### src/rtl/cache_pkg.sv
// Shared types and AXI constants for the cache-side sram_like responders.
package cache_pkg;

    typedef enum logic [1:0] {
        ST_IDLE = 2'd0,
        ST_AR   = 2'd1,
        ST_R    = 2'd2,
        ST_RESP = 2'd3
    } state_e;

    localparam logic [1:0] AXI_BURST_INCR = 2'b01;
    localparam logic [1:0] AXI_RESP_OKAY  = 2'b00;

    localparam logic [1:0] SIZE_BYTE = 2'b00;
    localparam logic [1:0] SIZE_HALF = 2'b01;
    localparam logic [1:0] SIZE_WORD = 2'b10;

endpackage

### src/rtl/inst_sram_like_axi_rd.sv
// Instruction-side sram_like responder; one outstanding single-beat AXI read.
module inst_sram_like_axi_rd
    import cache_pkg::*;
#(
    parameter int                  AXI_ID_W = 4,
    parameter logic [AXI_ID_W-1:0] AXI_ID   = '0
) (
    input  logic                clk_i,
    input  logic                rst_i,
    input  logic                inst_req_i,
    input  logic                inst_wr_i,
    input  logic [1:0]          inst_size_i,
    input  logic [31:0]         inst_addr_i,
    input  logic [31:0]         inst_wdata_i,
    output logic                inst_addr_ok_o,
    output logic                inst_data_ok_o,
    output logic [31:0]         inst_rdata_o,
    output logic [AXI_ID_W-1:0] arid_o,
    output logic [31:0]         araddr_o,
    output logic [7:0]          arlen_o,
    output logic [2:0]          arsize_o,
    output logic [1:0]          arburst_o,
    output logic                arvalid_o,
    input  logic                arready_i,
    input  logic [AXI_ID_W-1:0] rid_i,
    input  logic [31:0]         rdata_i,
    input  logic [1:0]          rresp_i,
    input  logic                rlast_i,
    input  logic                rvalid_i,
    output logic                rready_o,
    output logic                err_o
);

    state_e      r_state;
    logic        r_data_ok;
    logic        r_arvalid;
    logic        r_rready;
    logic        r_err;
    logic [31:0] r_rdata;
    logic [31:0] r_araddr;
    logic [1:0]  r_size;
    logic        w_unused_wdata;

    assign w_unused_wdata = ^inst_wdata_i;

    assign inst_addr_ok_o = (r_state == ST_IDLE) & inst_req_i & ~rst_i;
    assign inst_data_ok_o = r_data_ok;
    assign inst_rdata_o   = r_rdata;
    assign arid_o         = AXI_ID;
    assign araddr_o       = r_araddr;
    assign arlen_o        = 8'd0;
    assign arsize_o       = {1'b0, r_size};
    assign arburst_o      = AXI_BURST_INCR;
    assign arvalid_o      = r_arvalid;
    assign rready_o       = r_rready;
    assign err_o          = r_err;

    always_ff @(posedge clk_i) begin
        if (rst_i) begin
            r_state   <= ST_IDLE;
            r_data_ok <= 1'b0;
            r_arvalid <= 1'b0;
            r_rready  <= 1'b0;
            r_err     <= 1'b0;
            r_rdata   <= '0;
            r_araddr  <= '0;
            r_size    <= SIZE_BYTE;
        end else begin
            r_data_ok <= 1'b0;
            unique case (r_state)
                ST_IDLE: begin
                    if (inst_req_i && inst_wr_i) begin
                        r_err     <= 1'b1;
                        r_rdata   <= '0;
                        r_data_ok <= 1'b1;
                        r_state   <= ST_RESP;
                    end else if (inst_req_i) begin
                        r_araddr  <= inst_addr_i;
                        r_arvalid <= 1'b1;
                        r_state   <= ST_AR;
                        // size 3 has no sram_like meaning: fetch a word, flag it
                        if (inst_size_i == 2'b11) begin
                            r_size <= SIZE_WORD;
                            r_err  <= 1'b1;
                        end else begin
                            r_size <= inst_size_i;
                        end
                    end
                end
                ST_AR: begin
                    if (arready_i) begin
                        r_arvalid <= 1'b0;
                        r_rready  <= 1'b1;
                        r_state   <= ST_R;
                    end
                end
                ST_R: begin
                    if (rvalid_i && rid_i == AXI_ID) begin
                        r_rdata   <= rdata_i;
                        r_rready  <= 1'b0;
                        r_data_ok <= 1'b1;
                        r_state   <= ST_RESP;
                        if (rresp_i != AXI_RESP_OKAY || !rlast_i) begin
                            r_err <= 1'b1;
                        end
                    end else if (rvalid_i) begin
                        r_err <= 1'b1;
                    end
                end
                ST_RESP: begin
                    r_state <= ST_IDLE;
                end
                default: begin
                    r_state <= ST_IDLE;
                end
            endcase
        end
    end

endmodule

### config.mk
export PLATFORM = sky130hd
export DESIGN_NAME = inst_sram_like_axi_rd
export DESIGN_NICKNAME = d
export VERILOG_FILES = /design/src/rtl/cache_pkg.sv /design/src/rtl/inst_sram_like_axi_rd.sv
export SDC_FILE = /design/constraint.sdc
export NUM_CORES = 1
export LEC_CHECK = 0
export BUFFER_PORTS_ARGS = -buffer_cell sky130_fd_sc_hd__buf_2
export CAP_MARGIN = 20
export CORE_ASPECT_RATIO = 0.75
export CORE_MARGIN = 1
export CORE_UTILIZATION = 35
export DETAILED_ROUTE_END_ITERATION = 6
export HOLD_SLACK_MARGIN = 0.05
export PLACE_DENSITY = 0.73
export SLEW_MARGIN = 10
export SYNTH_ARGS = -nofsm -noshare
export SYNTH_HDL_FRONTEND = slang
export SYNTH_SLANG_ARGS = --single-unit
### constraint.sdc
create_clock -name clk_i -period 4.4 [get_ports clk_i]
set_input_delay 0.22 -clock clk_i [delete_from_list [all_inputs] [get_ports clk_i]]
set_output_delay 0.22 -clock clk_i [all_outputs]
set_load 0.02 [all_outputs]
==> impl_metrics.prom <==
# TYPE chip_impl_metric gauge
chip_impl_metric{name="layout-drive-gt1-share",unit="%"} 35.0
chip_impl_metric{name="io_pins",unit=""} 197
chip_impl_info{name="cts_root_buffer",value="sky130_fd_sc_hd__clkbuf_8"} 1
chip_impl_metric{name="drt-pass1-iter-count",unit=""} 4
chip_impl_metric{name="routed-via-count",unit=""} 2800
chip_impl_metric{name="synth-warning-count",unit=""} 0
chip_impl_metric{name="crit_path_max_incr_delay",unit="ns"} 0.75
chip_impl_metric{name="final_util",unit="%"} 47.9
chip_impl_metric{name="grt_remaining_overflow",unit=""} 0
chip_impl_metric{name="cts_sinks",unit=""} 72
chip_impl_metric{name="synth.cell_area",unit="mm^2"} 0.00287
chip_impl_metric{name="insertedDiodeCount",unit=""} 0
chip_impl_metric{name="vias_in_the_first_global_route",unit=""} 2561
chip_impl_info{name="mostFrequentLayoutCell",value="sky130_fd_sc_hd__buf_2"} 1
chip_impl_metric{name="cts-resized-gates",unit=""} 0
chip_impl_metric{name="worst_ep_required_time",unit="ns"} 4.65
chip_impl_info{name="layout.cells.most_common_list",value="149 x sky130_fd_sc_hd__buf_2, 101 x sky130_fd_sc_hd__nand2_1, 72 x sky130_fd_sc_hd__dfxtp_1, 70 x sky130_fd_sc_hd__a21oi_1, 34 x sky130_fd_sc_hd__o21ai_0"} 1
chip_impl_metric{name="place_area",unit="mm^2"} 0.00359
chip_impl_metric{name="number_of_filler_cells_placed_in_the_layout",unit=""} 796
chip_impl_metric{name="post_drt_via_cell_ratio",unit=""} 4.65
chip_impl_metric{name="slew_headroom",unit="%"} 35.6
chip_impl_metric{name="reg2reg_depth",unit=""} 6
chip_impl_metric{name="sequential_cell_area",unit="mm^2"} 0.00144
chip_impl_metric{name="timing.max_cap.violations",unit=""} 0
chip_impl_metric{name="sequential_share_of_the_synthesized_area",unit="%"} 50.2
chip_impl_metric{name="synth.ff_latch_count",unit=""} 72
chip_impl_metric{name="postSynthAreaPerCell",unit="um^2"} 8.06
chip_impl_metric{name="finalWorstPathRequiredPeriod",unit="ns"} 2.22
chip_impl_info{name="cts_tree",value="yes"} 1
chip_impl_metric{name="setup_tns",unit="ns"} 0
chip_impl_metric{name="port_buffers",unit=""} 149
chip_impl_info{name="synthTopCellsByArea",value="sky130_fd_sc_hd__dfxtp_1 50%, sky130_fd_sc_hd__nand2_1 13%, sky130_fd_sc_hd__a21oi_1 12%, sky130_fd_sc_hd__o21ai_0 5.9%, sky130_fd_sc_hd__buf_4 3.9%"} 1
chip_impl_info{name="crit_chain",value="inv_1 -> ha_1 -> inv_1 -> o21a_1 -> o21ai_0 -> a21oi_1"} 1
chip_impl_metric{name="finalSetupViolCount",unit=""} 0
chip_impl_metric{name="grt_first_pass_wirelength",unit="um"} 11600
chip_impl_metric{name="die_y",unit="um"} 80.4
chip_impl_metric{name="nNetsFinal",unit=""} 607
chip_impl_metric{name="timing.clock.skew",unit="ns"} 0.0103
chip_impl_metric{name="globalplace.congestion",unit=""} 0.777
chip_impl_metric{name="cts.htree.levels",unit=""} 3
chip_impl_metric{name="global_router_s_overall_resource_usage",unit="%"} 16.9
chip_impl_metric{name="met3_wire_len",unit="um"} 414
chip_impl_metric{name="dr.first_iter.drc_count",unit=""} 82
chip_impl_metric{name="finalHoldViolations",unit=""} 0
chip_impl_metric{name="cts_buffer_depth",unit=""} 2
chip_impl_metric{name="drc",unit=""} 0
chip_impl_metric{name="wl_met1",unit="um"} 3350
chip_impl_metric{name="floorplan.core_area",unit="mm^2"} 0.00792
chip_impl_metric{name="power.ir.vdd_worst",unit="V"} 0.000172
chip_impl_metric{name="post-route-cell-area",unit="mm^2"} 0.00379
chip_impl_metric{name="fp.dieW",unit="um"} 107
chip_impl_info{name="capturing_element_type_of_the_critical_path",value="flop"} 1
chip_impl_metric{name="place_inst",unit=""} 586
chip_impl_metric{name="syn-instance-count",unit=""} 356
chip_impl_info{name="setup.worst_path.start_class",value="flop"} 1
chip_impl_metric{name="layout.cells.non_filler",unit=""} 602
chip_impl_metric{name="yosysTopAreaCellShare",unit="%"} 50.2
chip_impl_metric{name="timing.hold.worst_path_depth",unit=""} 3
chip_impl_metric{name="tightestPinTransition",unit="ns"} 0.965
chip_impl_metric{name="highest_clock_rate",unit="GHz"} 0.451
chip_impl_metric{name="grt_max_degree",unit=""} 48
chip_impl_metric{name="wire_length_per_cell_after_detailed_routing",unit="um"} 12.3
chip_impl_metric{name="route.met2.wl",unit="um"} 3570
chip_impl_metric{name="hold_ws",unit="ns"} 0.114
chip_impl_metric{name="crit_arrival",unit="ns"} 2.47
chip_impl_metric{name="row_count",unit=""} 28
chip_impl_info{name="uppermost_layer_routed",value="met4"} 1
chip_impl_metric{name="clk_pin_slew",unit="ns"} 0.08
chip_impl_info{name="path_common_cell",value="sky130_fd_sc_hd__inv_1"} 1
chip_impl_metric{name="slew_violations",unit=""} 0
chip_impl_metric{name="postRouteWirelength",unit="um"} 7420
chip_impl_info{name="rsz0062_at_grt",value="no"} 1
chip_impl_metric{name="clock_insertion_delay_worst_skew",unit="ns"} 0.33
chip_impl_metric{name="cts_hold_repair.buffers",unit=""} 0
chip_impl_metric{name="synthToLayoutAreaGrowth",unit="%"} 32.1
chip_impl_metric{name="initial_antenna_violation_count",unit=""} 0
chip_impl_metric{name="timing.critical_path.fanout_max",unit=""} 32
chip_impl_info{name="worstHoldPathType",value="in2reg"} 1
chip_impl_info{name="worstSetupPathType",value="reg2reg"} 1
chip_impl_metric{name="cts_inserted_buffers",unit=""} 9
chip_impl_metric{name="cts_setup_buffers",unit=""} 0
chip_impl_metric{name="multi_input_comb_area",unit="mm^2"} 0.00124
chip_impl_metric{name="power_density",unit="mW/mm^2"} 439
chip_impl_metric{name="drt.antenna.violating_nets",unit=""} 0
chip_impl_metric{name="post_dp_hpwl",unit="um"} 5180
chip_impl_metric{name="floorplan.die_area",unit="mm^2"} 0.00857
chip_impl_metric{name="leakagePower",unit="nW"} 1.71
chip_impl_metric{name="min_period_over_period",unit="%"} 50.4
chip_impl_metric{name="unique_masters_post_synth",unit=""} 27
chip_impl_info{name="slowest_stage",value="sky130_fd_sc_hd__o21a_1"} 1
chip_impl_info{name="status",value="finished clean"} 1
chip_impl_metric{name="starting_density_of_the_core",unit="%"} 36.3
chip_impl_info{name="synth_top_area_cell",value="sky130_fd_sc_hd__dfxtp_1"} 1
[cells in the mapped netlist]
library cell                number
sky130_fd_sc_hd__clkbuf_1       22
sky130_fd_sc_hd__mux2_2          1
sky130_fd_sc_hd__a31oi_1         1
sky130_fd_sc_hd__a21oi_1        70
sky130_fd_sc_hd__nor4b_1         1
sky130_fd_sc_hd__nor2b_1         2
sky130_fd_sc_hd__buf_4          15
sky130_fd_sc_hd__dfxtp_1        72
sky130_fd_sc_hd__ha_1            4
sky130_fd_sc_hd__nand3_1         1
sky130_fd_sc_hd__nand3b_1        1
sky130_fd_sc_hd__a311oi_1        4
sky130_fd_sc_hd__or3b_4          1
sky130_fd_sc_hd__a2111oi_4       1
sky130_fd_sc_hd__nand2b_1        2
sky130_fd_sc_hd__nor3_1          1
sky130_fd_sc_hd__nand2_1       101
sky130_fd_sc_hd__nand3_2         1
sky130_fd_sc_hd__nor2_1          5
sky130_fd_sc_hd__conb_1          2
sky130_fd_sc_hd__or2_2           2
sky130_fd_sc_hd__inv_1           4
sky130_fd_sc_hd__buf_6           3
sky130_fd_sc_hd__o21ai_0        34
sky130_fd_sc_hd__o21a_1          3
sky130_fd_sc_hd__nor4_1          1
sky130_fd_sc_hd__a2111oi_2       1
[cells by family after synthesis]
| kind of cell | after synthesis | synth area share [%] |
|---|---|---|
| multiplexers | 1 | 0.392 |
| adder cells (fa/ha/maj) | 4 | 1.74 |
| other | 2 | 0.262 |
| AND/OR/NAND/NOR | 119 | 17.0 |
| buffers and inverters | 44 | 8.50 |
| flip-flops | 72 | 50.2 |
| AO/OA/AOI/OAI | 114 | 21.8 |
[worst max-delay path: cells and delay by family, from the launching register on]
kind	cells	cell delay [ns]
buffers and inverters	2	0.28
adders and majority gates	1	0.32
DFF	1	0.37
AOI/OAI and AO/OA	3	1.15
[flip-flops by register name, indices dropped and copies added, names as in the netlist]
register        cells
araddr_o           32
inst_data_ok_o      1
rready_o            1
inst_rdata_o       32
r_size              2
r_state             2
err_o               1
arvalid_o           1
[stage by stage]
stage	worst slack, ns	power (W)
6_report	2.18	0.00167
5_1_grt	1.93	0.00177
4_1_cts	2.19	0.00169
3_5_place_dp	2.22	0.00116
3_3_place_gp	2.31	0.00114
2_1_floorplan	2.65	0.00103
[final cells by class]
cell class              count  share of cell area (%)
clock buffers              13                    4.19
clock inverters             3                    1.06
inverters                   4                   0.396
multi-input cells         253                    32.6
flip-flops and latches     72                    38.0
well taps                 105                    3.47
repair buffers            152                    20.3
[where the power goes]
part	internal [W]	switching [W]	leakage, nW
sequential	0.000701	0.0000274	0.584
clock	0.000292	0.000234	0.103
combinational	0.000135	0.000276	1.02
total	0.00113	0.000538	1.71
[final timing paths]
kind	end	slack, ns	start
max	inst_rdata_o[8]	2.18	r_state[0]
min	araddr_o[20]	0.11	inst_addr_i[20]
min reg2reg	r_size[1]	0.45	r_size[1]
max reg2reg	inst_rdata_o[8]	2.18	r_state[0]
[routing by layer]
| metal | track usage [%] | vias to the layer above |
|---|---|---|
| met1 | 20.0 | 1287 |
| met3 | 5.68 | 7 |
| met2 | 29.4 | 82 |
| li1 | - | 1424 |
| met4 | 4.66 | 0 |
| met5 | 0 | - |
No activity file was read; power rests on OpenSTA's default activity.
